--- src/rtl/ltc2308_pkg.sv ---
// rtl/ltc2308_pkg.sv - shared types, frame geometry and config-word builder for the LTC2308 master
package ltc2308_pkg;

    localparam int FRAME_BITS  = 12;
    localparam int RESULT_BITS = 12;

    // Config word bit positions within the 12-bit SDI frame (MSB sent first)
    localparam int CFG_SD  = 11;
    localparam int CFG_OS  = 10;
    localparam int CFG_S1  = 9;
    localparam int CFG_S0  = 8;
    localparam int CFG_UNI = 7;
    localparam int CFG_SLP = 6;

    typedef enum logic [1:0] {
        ST_IDLE  = 2'd0,
        ST_PULSE = 2'd1,
        ST_WAIT  = 2'd2,
        ST_SHIFT = 2'd3
    } state_e;

    // Single-ended only; the LTC2308 channel address maps ch[0] to O/S and ch[2:1] to S1/S0.
    function automatic logic [FRAME_BITS-1:0] build_frame(input logic [2:0] ch, input logic uni);
        logic [FRAME_BITS-1:0] f;
        f          = '0;
        f[CFG_SD]  = 1'b1;
        f[CFG_OS]  = ch[0];
        f[CFG_S1]  = ch[2];
        f[CFG_S0]  = ch[1];
        f[CFG_UNI] = uni;
        f[CFG_SLP] = 1'b0;
        return f;
    endfunction

endpackage

--- src/rtl/ltc2308_adc_master_if.sv ---
// rtl/ltc2308_adc_master_if.sv - host request/result bundle for the LTC2308 master
interface ltc2308_adc_master_if;
    import ltc2308_pkg::*;

    logic                   start;
    logic [2:0]             channel;
    logic                   uni;
    logic                   busy;
    logic                   valid;
    logic [RESULT_BITS-1:0] data;
    logic [2:0]             data_channel;

    modport master (
        output start, channel, uni,
        input  busy, valid, data, data_channel
    );

    modport slave (
        input  start, channel, uni,
        output busy, valid, data, data_channel
    );

endinterface

--- src/rtl/ltc2308_shifter.sv ---
// rtl/ltc2308_shifter.sv - SCK divider plus 12-bit SDI/SDO shift pair
module ltc2308_shifter
    import ltc2308_pkg::*;
#(
    parameter int CLK_DIV = 2
) (
    input  logic                   clk,
    input  logic                   reset_n,
    input  logic                   load,
    input  logic [FRAME_BITS-1:0]  frame_in,
    input  logic                   sdo,
    output logic                   sck,
    output logic                   sdi,
    output logic                   done,
    output logic [RESULT_BITS-1:0] data_out
);

    localparam int             DW       = $clog2(CLK_DIV + 1);
    localparam logic [DW-1:0]  DIV_LAST = DW'(CLK_DIV - 1);
    localparam logic [3:0]     LAST_BIT = 4'(FRAME_BITS - 1);

    logic                   active_q, active_d;
    logic [DW-1:0]          div_q, div_d;
    logic                   sck_q, sck_d;
    logic                   sdi_q, sdi_d;
    logic [3:0]             bit_q, bit_d;
    logic [FRAME_BITS-2:0]  tx_q, tx_d;
    logic [RESULT_BITS-1:0] rx_q, rx_d;
    logic                   tick;

    assign tick     = active_q && (div_q == DIV_LAST);
    // Completion is the falling edge that closes the 12th SCK period.
    assign done     = tick && sck_q && (bit_q == LAST_BIT);
    assign sck      = sck_q;
    assign sdi      = sdi_q;
    assign data_out = rx_q;

    always_comb begin
        active_d = active_q;
        div_d    = div_q;
        sck_d    = sck_q;
        sdi_d    = sdi_q;
        bit_d    = bit_q;
        tx_d     = tx_q;
        rx_d     = rx_q;
        if (load) begin
            active_d = 1'b1;
            div_d    = '0;
            sck_d    = 1'b0;
            bit_d    = '0;
            sdi_d    = frame_in[FRAME_BITS-1];
            tx_d     = frame_in[FRAME_BITS-2:0];
        end else if (active_q) begin
            if (!tick) begin
                div_d = div_q + DW'(1);
            end else begin
                div_d = '0;
                sck_d = ~sck_q;
                if (!sck_q) begin
                    rx_d = {rx_q[RESULT_BITS-2:0], sdo};
                end else if (bit_q == LAST_BIT) begin
                    active_d = 1'b0;
                    sdi_d    = 1'b0;
                end else begin
                    bit_d = bit_q + 4'd1;
                    sdi_d = tx_q[FRAME_BITS-2];
                    tx_d  = {tx_q[FRAME_BITS-3:0], 1'b0};
                end
            end
        end
    end

    always_ff @(posedge clk or negedge reset_n) begin
        if (!reset_n) begin
            active_q <= 1'b0;
            div_q    <= '0;
            sck_q    <= 1'b0;
            sdi_q    <= 1'b0;
            bit_q    <= '0;
            tx_q     <= '0;
            rx_q     <= '0;
        end else begin
            active_q <= active_d;
            div_q    <= div_d;
            sck_q    <= sck_d;
            sdi_q    <= sdi_d;
            bit_q    <= bit_d;
            tx_q     <= tx_d;
            rx_q     <= rx_d;
        end
    end

endmodule

--- src/rtl/ltc2308_adc_master.sv ---
// rtl/ltc2308_adc_master.sv - LTC2308 conversion sequencer: CONVST pulse, tCONV wait, 12-bit SPI exchange
module ltc2308_adc_master
    import ltc2308_pkg::*;
#(
    parameter int CLK_DIV       = 2,
    parameter int CONVST_CYCLES = 2,
    parameter int CONV_CYCLES   = 80
) (
    input  logic                 clk,
    input  logic                 reset_n,
    ltc2308_adc_master_if.slave  host,
    output logic                 ADC_CONVST,
    output logic                 ADC_SCK,
    output logic                 ADC_SDI,
    input  logic                 ADC_SDO
);

    localparam int            WAIT_MAX   = (CONVST_CYCLES > CONV_CYCLES) ? CONVST_CYCLES : CONV_CYCLES;
    localparam int            CW         = $clog2(WAIT_MAX + 1);
    localparam logic [CW-1:0] PULSE_LAST = CW'(CONVST_CYCLES - 1);
    localparam logic [CW-1:0] CONV_LAST  = CW'(CONV_CYCLES - 1);

    state_e                 state_q, state_d;
    logic [CW-1:0]          cnt_q, cnt_d;
    logic [FRAME_BITS-1:0]  frame_q, frame_d;
    logic [2:0]             ch_q, ch_d;
    logic [2:0]             prev_ch_q, prev_ch_d;
    logic                   primed_q, primed_d;
    logic                   valid_q, valid_d;
    logic [RESULT_BITS-1:0] data_q, data_d;
    logic [2:0]             dch_q, dch_d;
    logic                   convst_q, convst_d;
    logic                   load;
    logic                   done;
    logic [RESULT_BITS-1:0] shift_data;

    assign host.busy         = (state_q != ST_IDLE);
    assign host.valid        = valid_q;
    assign host.data         = data_q;
    assign host.data_channel = dch_q;
    assign ADC_CONVST        = convst_q;

    ltc2308_shifter #(
        .CLK_DIV (CLK_DIV)
    ) u_shifter (
        .clk      (clk),
        .reset_n  (reset_n),
        .load     (load),
        .frame_in (frame_q),
        .sdo      (ADC_SDO),
        .sck      (ADC_SCK),
        .sdi      (ADC_SDI),
        .done     (done),
        .data_out (shift_data)
    );

    always_comb begin
        state_d   = state_q;
        cnt_d     = cnt_q;
        frame_d   = frame_q;
        ch_d      = ch_q;
        prev_ch_d = prev_ch_q;
        primed_d  = primed_q;
        valid_d   = 1'b0;
        data_d    = data_q;
        dch_d     = dch_q;
        convst_d  = convst_q;
        load      = 1'b0;
        case (state_q)
            ST_IDLE: begin
                if (host.start) begin
                    ch_d     = host.channel;
                    frame_d  = build_frame(host.channel, host.uni);
                    cnt_d    = '0;
                    convst_d = 1'b1;
                    state_d  = ST_PULSE;
                end
            end
            ST_PULSE: begin
                if (cnt_q == PULSE_LAST) begin
                    cnt_d    = '0;
                    convst_d = 1'b0;
                    state_d  = ST_WAIT;
                end else begin
                    cnt_d = cnt_q + CW'(1);
                end
            end
            ST_WAIT: begin
                // load lands on the same edge as SHIFT entry so bit 11 appears with the state.
                if (cnt_q == CONV_LAST) begin
                    cnt_d   = '0;
                    load    = 1'b1;
                    state_d = ST_SHIFT;
                end else begin
                    cnt_d = cnt_q + CW'(1);
                end
            end
            ST_SHIFT: begin
                if (done) begin
                    state_d   = ST_IDLE;
                    prev_ch_d = ch_q;
                    primed_d  = 1'b1;
                    // The ADC returns the conversion configured by the previous frame.
                    if (primed_q) begin
                        valid_d = 1'b1;
                        data_d  = shift_data;
                        dch_d   = prev_ch_q;
                    end
                end
            end
            default: state_d = ST_IDLE;
        endcase
    end

    always_ff @(posedge clk or negedge reset_n) begin
        if (!reset_n) begin
            state_q   <= ST_IDLE;
            cnt_q     <= '0;
            frame_q   <= '0;
            ch_q      <= '0;
            prev_ch_q <= '0;
            primed_q  <= 1'b0;
            valid_q   <= 1'b0;
            data_q    <= '0;
            dch_q     <= '0;
            convst_q  <= 1'b0;
        end else begin
            state_q   <= state_d;
            cnt_q     <= cnt_d;
            frame_q   <= frame_d;
            ch_q      <= ch_d;
            prev_ch_q <= prev_ch_d;
            primed_q  <= primed_d;
            valid_q   <= valid_d;
            data_q    <= data_d;
            dch_q     <= dch_d;
            convst_q  <= convst_d;
        end
    end

endmodule
--- src/flat_wrapper.sv ---
// flat-port wrapper written by rule: the top's interface ports become plain ports
module ltc2308_adc_master_flat import ltc2308_pkg::*;
#(
    parameter int CLK_DIV       = 2,
    parameter int CONVST_CYCLES = 2,
    parameter int CONV_CYCLES   = 80
)
  (clk, reset_n, ADC_CONVST, ADC_SCK, ADC_SDI, ADC_SDO, host_start, host_channel, host_uni, host_busy, host_valid, host_data, host_data_channel);
  ltc2308_adc_master_if host_i ();
  input  logic clk;
  input  logic reset_n;
  output logic ADC_CONVST;
  output logic ADC_SCK;
  output logic ADC_SDI;
  input  logic ADC_SDO;
  input wire logic [$bits(host_i.start)-1:0] host_start;
  input wire logic [$bits(host_i.channel)-1:0] host_channel;
  input wire logic [$bits(host_i.uni)-1:0] host_uni;
  output wire logic [$bits(host_i.busy)-1:0] host_busy;
  output wire logic [$bits(host_i.valid)-1:0] host_valid;
  output wire logic [$bits(host_i.data)-1:0] host_data;
  output wire logic [$bits(host_i.data_channel)-1:0] host_data_channel;
  assign host_i.start = host_start;
  assign host_i.channel = host_channel;
  assign host_i.uni = host_uni;
  assign host_busy = host_i.busy;
  assign host_valid = host_i.valid;
  assign host_data = host_i.data;
  assign host_data_channel = host_i.data_channel;
  ltc2308_adc_master #(.CLK_DIV(CLK_DIV), .CONVST_CYCLES(CONVST_CYCLES), .CONV_CYCLES(CONV_CYCLES)) u_core (.clk(clk), .reset_n(reset_n), .host(host_i), .ADC_CONVST(ADC_CONVST), .ADC_SCK(ADC_SCK), .ADC_SDI(ADC_SDI), .ADC_SDO(ADC_SDO));
endmodule
--- config.mk ---
export PLATFORM = sky130hd
export DESIGN_NAME = ltc2308_adc_master_flat
export DESIGN_NICKNAME = d
export VERILOG_FILES = /design/src/rtl/ltc2308_pkg.sv /design/src/rtl/ltc2308_adc_master_if.sv /design/src/rtl/ltc2308_shifter.sv /design/src/rtl/ltc2308_adc_master.sv /design/src/flat_wrapper.sv
export SDC_FILE = /design/constraint.sdc
export NUM_CORES = 1
export LEC_CHECK = 0
export ABC_AREA = 1
export BUFFER_PORTS_ARGS = -buffer_cell sky130_fd_sc_hd__buf_4
export CORE_ASPECT_RATIO = 0.7
export CORE_MARGIN = 3
export CORE_UTILIZATION = 52
export CTS_CLUSTER_SIZE = 16
export DETAILED_ROUTE_END_ITERATION = 10
export PLACE_DENSITY = 0.74
export SYNTH_ARGS = -nofsm -noshare
export SYNTH_HDL_FRONTEND = slang
export SYNTH_SLANG_ARGS = --single-unit
export TNS_END_PERCENT = 100
--- constraint.sdc ---
create_clock -name clk -period 1.5 [get_ports clk]
set_input_delay 0.3 -clock clk [delete_from_list [all_inputs] [get_ports clk]]
set_output_delay 0.3 -clock clk [all_outputs]
set_load 0.03 [all_outputs]
# After elaboration in Yosys (flattened, before gate mapping)
# Cells that the tools add are included.
# W data, S select, Z words.
# totals
register_bits	70
inputBits	8
output_inout_bits	20
elab_cells	97
# classes
addsub	3
eq_ne	12
n_mux	43
bitwise	2
n_reduce_logical	20
# ops
op	n
$mux W11	5
$mux W7	3
$pmux W7 S3	1
$mux W1	20
$mux W4	5
$mux W2	7
$reduce_and A4 Y1	3
$reduce_bool A2 Y1	5
$reduce_and A3 Y1	3
$ne A2 B1 Y1 const B	4
$pmux W2 S4	1
$reduce_and A2 Y1	4
$add A7 B1 Y7 const B	1
$eq A7 B1 Y1 const B	1
$eq A7 B7 Y1 const B	1
$add A4 B1 Y4 const B	1
$eq A2 B1 Y1 const B	2
$eq A2 B2 Y1 const B	2
$eq A4 B4 Y1 const B	1
$logic_and A1 B1 Y1	3
$reduce_bool A3 Y1	1
$add A2 B1 Y2 const B	1
$logic_not A2 Y1	1
$ne A2 B2 Y1 const B	1
other kinds (2)	3

# Logic depth before layout (Yosys ltp)
# Gate-level depths: netlist of run 1.
# depth
depth_word	6
depth_mapped	9

# Modules after synthesis
# A second synthesis of run 1 with hierarchy kept.
# unflattened
cells_unflattened	382
area_unflattened_um2	3214.3
# modules_own_cells
mod	instances	cells_per_inst	area_per_inst_um2
ltc2308_adc_master	1	191	1634.1
ltc2308_shifter	1	191	1580.3

# Worst setup path after synthesis of run 1
# Ideal clock, no wire load.
# synth_timing
path_type	register to register
from	register u_core.state_q[0]
to	register u_core.cnt_q[6]
arrival_ns	1.386
required_ns	1.423
path_slack_ns	0.037
path_stages_with_launch	10
n_path_buf	0
synth_period_minus_slack_ns	1.463
path_cell_list	dfrtp_1 inv_1 ha_1 nand2_1 nand2_1 nor2_1 nand3_1 nand2_1 nand2_1 a21oi_1
# synth_via
elab_chain_len	3
elab_cells_between_ends	7
# synth_lines
element	line_no	text
start, declared	ltc2308_adc_master.sv:23	state_e state_q, state_d;
start signal, assigned	ltc2308_adc_master.sv:128	state_q <= state_d;
$eq A2 B1 Y1, or another cell as far along	ltc2308_adc_master.sv:69	case (state_q)
$reduce_bool A3 Y1 (no source line) or $ne A2 B2 Y1 (tied branches)	n/a	
$reduce_and A2 Y1 (no source line)	n/a	
end signal, assigned	ltc2308_adc_master.sv:129	cnt_q <= cnt_d;
end, declared	ltc2308_adc_master.sv:24	logic [CW-1:0] cnt_q, cnt_d;
# Parallel ways exist; a longest one is shown, timed or not.
# A chain may end at the register's enable or synchronous reset.

# Worst setup path after layout of run 1
# layout_timing
from	register u_core.state_q[0]
to	output port host_busy
# layout_via
elab_chain_len	1
# layout_lines
element	line_no	text
$reduce_bool A2 Y1	ltc2308_adc_master.sv:37	assign host.busy = (state_q != ST_IDLE);
end, declared	flat_wrapper.sv:19	output wire logic [$bits(host_i.busy)-1:0] host_busy;
# Every way passes these cells.

==> results of run 1 <==
[logic make-up after synthesis]
kind of cell | after synthesis | share of synthesized area, %
flops | 60 | 54.2
simple gates | 148 | 24.5
fa+ha+maj | 9 | 4.07
xor+xnor | 5 | 1.58
buf+inv | 36 | 5.83
compound gates | 51 | 9.76
[sequential cells by signal (all words and copies together) (netlist names)]
name and cells:
u_core.host.data 12, u_core.u_shifter.data_out 12, u_core.cnt_q 7, u_core.u_shifter.bit_q 4
u_core.u_shifter.tx_q 4, u_core.frame_q 3, u_core.host.data_channel 3, u_core.prev_ch_q 3
u_core.ch_q 2, u_core.state_q 2, u_core.u_shifter.div_q 2, u_core.ADC_CONVST 1
u_core.host.valid 1, u_core.primed_q 1, u_core.u_shifter.active_q 1, u_core.u_shifter.sck 1
u_core.u_shifter.sdi 1
[placed cells by master, fill, tap and decap left out, drive strengths merged, types with 9 or more instances in the layout]
cell type,count
a21oi,15
buf,66
clkbuf,12
dfrtp,60
ha,9
inv,28
nand2,96
nand3,22
nor2,22
o21ai,33
[power breakdown]
part / internal (µW) / switching [µW]
logic: 605 / 805
clock network: 632 / 615
registers: 1740 / 65.0
total: 2970 / 1490
[worst max-delay path, cell delays in order (launching register included)]
cell	delay (ns)
dfrtp_1	0.40
inv_2	0.10
ha_4	0.14
buf_6	0.09
inv_2	0.03
buf_6	0.12
[layout make-up]
| class | instances | area, µm² | area share [%] |
|---|---|---|---|
| Sequential cell | 60 | 1500 | 40.4 |
| Multi-Input combinational cell | 214 | 1270 | 34.3 |
| Timing Repair Buffer | 68 | 574 | 15.4 |
| Clock buffer | 11 | 141 | 3.80 |
| Inverter | 29 | 113 | 3.03 |
| Tap cell | 69 | 86.3 | 2.32 |
| Clock inverter | 5 | 27.5 | 0.740 |
[cell usage after synthesis (5+ instances only)]
cell	instances	area (µm²)
nor2_1	17	63.8
o21ai_1	18	90.1
nand2_1	91	342
o21ai_0	15	75.1
xor2_1	5	43.8
a21oi_1	13	65.1
dfrtp_1	60	1500
ha_1	9	113
inv_1	26	97.6
nand3_1	21	105
[per-stage QoR]
stage / setup WS [ns] / utilization [%] / instance area [µm²]
after floorplan: 0.0370 / - / 2770
after global placement: -0.0362 / 66.0 / 3280
after detailed placement: -0.0870 / 66.0 / 3280
after CTS: -0.00856 / 72.1 / 3580
after global routing: -0.0823 / 74.9 / 3720
final: -0.00741 / 74.9 / 3720
[how the worst max path moves through the flow]
stage                           start                end  slack, ns  cells after the start
detailed placement    u_core.cnt_q[1]    u_core.cnt_q[1]      -0.09                     10
global placement    u_core.state_q[1]    u_core.cnt_q[0]      -0.04                      6
global route          u_core.cnt_q[1]  u_core.state_q[1]      -0.08                     10
finish              u_core.state_q[0]          host_busy     -0.007                      5
floorplan           u_core.state_q[0]    u_core.cnt_q[6]       0.04                      9
CTS                 u_core.state_q[0]          host_busy     -0.009                      5
[routing by layer]
layer | track usage [%] | wire length, µm
met1 | 29.4 | 3120
met2 | 34.4 | 2960
met3 | 6.43 | 214
met4 | 8.23 | 81
met5 | 0 | 0
[repair_timing]
action,CTS,global route
hold buffers,1,0
gates cloned,0,2
pin swaps,7,13
setup endpoints to repair,29,40
resized for setup,31,28
hold endpoints to repair,20,0
buffers inserted,5,1
==> results_dict.tcl, run 1 <==
set metrics [dict create \
    drt_first_pass_iters 4 \
    cts_buffers 9 \
    final_layout_size_suffix_gt1_share_pct 35.4 \
    power.total_uw 4460 \
    violations "setup timing" \
    cp.arrival_ns 1.21 \
    slew_violations 0 \
    fin_crit_sh_pct 100 \
    coreArea_mm2 0.00497 \
    crit_fanout 3 \
    clk_latency_ns 0.33 \
    tritoncts "yes" \
    setup_viol 1 \
    syn_area_per_cell_um2 8.96 \
    fin_crit_ns 1.51 \
    maxCapViolCount 0 \
    regToRegStartpoint "u_core.cnt_q[1]" \
    syn_nets 326 \
    layout.cells.non_filler 456 \
    grt_overflow 0 \
    ant_nets 0 \
    antenna_found_initial 0 \
    vias 2283 \
    grt_max_degree 28 \
    whs_endpoint "u_core.frame_q[7]" \
    timing.rr.end "u_core.state_q[0]" \
    fill_cells 358 \
    cts.clk_slew.worst_paths_ns 0.06 \
    yosysUniqueCellTypes 28 \
    holdPathStages 3 \
    pin_count 28 \
    ys.flop_type "dfrtp_1" \
    cp-start-kind "register" \
    rows 21 \
    r2r_cells 10 \
    p_per_area_mw_per_mm2 1200 \
    numClockSinks 60 \
    syn_inst 309 \
    synth_edf_count 0 \
    critical_path.endpoint_type "primary output" \
    hold_start "host_uni" \
    leakage_uw 0.00195 \
    worst_slack_ns -0.00741 \
    cts-root-buf "clkbuf_8" \
    syn_area_mm2 0.00277 \
    finalSetupTns_ns -0.00741 \
    fin_nets 399 \
    rsz0062_at_grt "yes" \
    dp_hpwl_mm 4.11 \
    start_util_pct 55.7 \
    worst_slew_pin_slew_ns 0.355 \
    hold_class "in2reg" \
    path_class "reg2out" \
    r2r_setup_slack_ns 0.01 \
    hold_violations 0 \
    dp.cells 431 \
    synth-async-reset-ratio_pct 100 \
    yosys_warnings 0 \
    peakVddDrop_mv 0.796 \
    hold_ws_ns 0.219 \
    globalplace.congestion 0.828 \
    antenna_cells 0 \
    fmax_mhz 663 \
    cp.required_ns 1.20 \
    slew_headroom_pct 76.3 \
    grt_pass1_wl_mm 10.4 \
    ys_seq_area_share_pct 54.2 \
    clockBufferDepth 2 \
    die_h_um 67.0 \
    dieArea_mm2 0.00625 \
    worst_clock_skew_ns 0.00568 \
    wl_mm 6.37 \
    drc 0 \
    die_x_um 93.2 \
    gr-usage-all-layers_pct 22.1 \
    synth-seq-cells 60 \
    grt_pass1_vias 2196 \
    cts_max_level 3 \
    outcome "complete, but fails checks" \
    area_growth_pct 34.4 \
    dr.first_iter.drc_count 149 \
    wl_per_cell_um 14.0 \
    port_buffers 27 \
    avgViaCountPerCell 5.01 \
]
(Power assumes the default switching activity.)
==> inputs of run 2 (changes only) <==
Settings changed: CORE_MARGIN 3 to not set, SKIP_LAST_GASP set to 1.
==> results_dict.tcl, run 2 (synthesis results as in run 1) <==
set metrics [dict create \
    outcome "complete, but fails checks" \
    violations "setup timing" \
    cpMaxStageDelayCell "dfrtp_1" \
    vias 2476 \
    antenna_found_initial 0 \
    fin_nets 404 \
    wl_mm 7.15 \
    p_per_area_mw_per_mm2 1340 \
    die_h_um 63.0 \
    timing.rr.end "u_core.state_q[0]" \
    leakage_uw 0.00201 \
    peakVddDrop_mv 0.959 \
    clkPwrFrac_pct 34.5 \
    cp-start-kind "register" \
    die_x_um 89.2 \
    grt_overflow 0 \
    wl_per_cell_um 15.5 \
    maxCapViolCount 0 \
    rsz0062_at_grt "yes" \
    antenna_cells 0 \
    final_layout_size_suffix_gt1_share_pct 33.9 \
    path_class "reg2reg" \
    rows 21 \
    seqCellArea_mm2 0.00150 \
    clockBufferDepth 2 \
    r2r_cells 10 \
    cts.clk_slew.worst_paths_ns 0.07 \
    final_cell_mix "nand2_1, buf_4, dfrtp_1" \
    globalplace.congestion 0.880 \
    fill_cells 322 \
    cts_max_level 3 \
    ant_nets 0 \
    pwr-share-seq_pct 35.6 \
    power.total_uw 5070 \
    worst_clock_skew_ns 0.0114 \
    comb_power_share_pct 29.9 \
    p_sw_uw 1620 \
    critPathMaxStageDelay_ns 0.41 \
    cp.arrival_ns 1.82 \
    dp_hpwl_mm 4.04 \
    met3_length_um 463 \
    setup_viol 11 \
    hold_violations 0 \
    regToRegStartpoint "u_core.cnt_q[1]" \
    numClockSinks 60 \
    cts-root-buf "clkbuf_8" \
    wl_met1_mm 3.07 \
    r2r_setup_slack_ns -0.08 \
    slew_headroom_pct 78.2 \
    final_common_cell "nand2_1" \
    avgViaCountPerCell 5.37 \
    drc 0 \
    crit_chain "buf_6 > inv_4 > ha_4 > inv_2 > nor2_2 > nand3_2 > a21oi_4 > nand3_2 > nand2_1 > nand2_1" \
    port_buffers 27 \
    grt_pass1_vias 2326 \
    clk_latency_ns 0.35 \
    holdPathStages 3 \
    grt_max_degree 40 \
    whs_endpoint "u_core.u_shifter.data_out[0]" \
    fmax_mhz 632 \
    hold_class "in2reg" \
    area_growth_pct 37.2 \
    critical_path.endpoint_type "register" \
    dieArea_mm2 0.00562 \
    cts_buffers 9 \
    fin_crit_ns 1.58 \
    start_util_pct 56.0 \
    slew_violations 0 \
    switching_share_pct 32.0 \
    fin_crit_sh_pct 105 \
    dr.first_iter.drc_count 170 \
    multi_input_area_mm2 0.00126 \
    p_int_uw 3450 \
    tritoncts "yes" \
    cp.required_ns 1.74 \
    coreArea_mm2 0.00494 \
    highest_layer "met4" \
    drt_first_pass_iters 4 \
    pin_count 28 \
    gr-usage-all-layers_pct 26.6 \
    worst_slack_ns -0.0817 \
    dr_wl_met2_mm 3.46 \
    crit_fanout 3 \
    grt_pass1_wl_mm 11.0 \
    finalSetupTns_ns -0.299 \
    worst_slew_pin_slew_ns 0.325 \
    hold_start "ADC_SDO" \
]
[run 2: cell types whose count changed in the layout (fill, tap and decap cells not counted), moves of 2 or more]
cell,previous run,this run
o21ai_2,13,2
buf_4,59,65
o21ai_1,11,20
o21ai_0,9,11
bufinv_16,0,3
ha_2,4,2
[run 2: area by class of cell]
class	count	share of cell area [%]
multi-input cells	214	33.1
inverters	29	2.97
flip-flops and latches	60	39.5
well taps	69	2.27
clock inverters	7	3.00
repair buffers	73	15.9
clock buffers	9	3.26
[run 2: layer usage]
layer / GRT usage [%] / up-vias
li1: - / 1160
met1: 36.9 / 1202
met2: 40.4 / 97
met3: 7.93 / 17
met4: 8.13 / 0
met5: 0 / -
[run 2: worst max-delay path, delay by kind of cell, from the launching register on]
family | cells | cell delay (ns)
adder cells (fa/ha/maj) | 1 | 0.12
AO/OA/AOI/OAI | 1 | 0.22
AND/OR/NAND/NOR | 5 | 0.51
buffers and inverters | 3 | 0.23
flip-flops | 1 | 0.41
[run 2: timing repair]
action / in CTS / in global routing
cloned: 1 / 0
hold buffers: 1 / 0
setup endpoints to repair: 27 / 33
hold endpoints to repair: 21 / 0
pin swaps: 7 / 15
gates resized for setup: 20 / 30
buffers inserted: 10 / 6
[run 2: metrics by stage]
stage                     utilization [%]  hold slack [ns]  instance area [µm²]  worst slack (ns)  std cells
after floorplan                         -          0.00441                 2770            0.0370        309
after global placement               65.6            0.209                 3240           -0.0395        428
after detailed placement             65.6            0.213                 3240           -0.0614        428
after CTS                            74.0            0.186                 3660           -0.0539        456
after global routing                 76.9            0.196                 3800            -0.128        461
final                                76.9            0.188                 3800           -0.0817        461
[run 2: worst max-delay path by stage]
stage                     slack, ns           endpoint         startpoint  depth (start not counted)
after global routing          -0.13  u_core.state_q[0]    u_core.cnt_q[1]                         10
after CTS                     -0.05          host_busy  u_core.state_q[0]                          5
after global placement        -0.04    u_core.cnt_q[6]  u_core.state_q[0]                          9
after floorplan                0.04    u_core.cnt_q[6]  u_core.state_q[0]                          9
final                         -0.08  u_core.state_q[0]    u_core.cnt_q[1]                         10
after detailed placement      -0.06    u_core.cnt_q[6]  u_core.state_q[1]                          9
[run 2: power groups by stage]
| stage | Combinational [µW] | Clock, µW | Sequential [µW] |
|---|---|---|---|
| 3_3_place_gp | 999 | 0 | 1830 |
| 4_1_cts | 1220 | 1760 | 1800 |
| 3_5_place_dp | 1010 | 0 | 1830 |
| 6_report | 1510 | 1750 | 1800 |
| 2_1_floorplan | 580 | 0 | 1860 |
| 5_1_grt | 1620 | 1840 | 1810 |
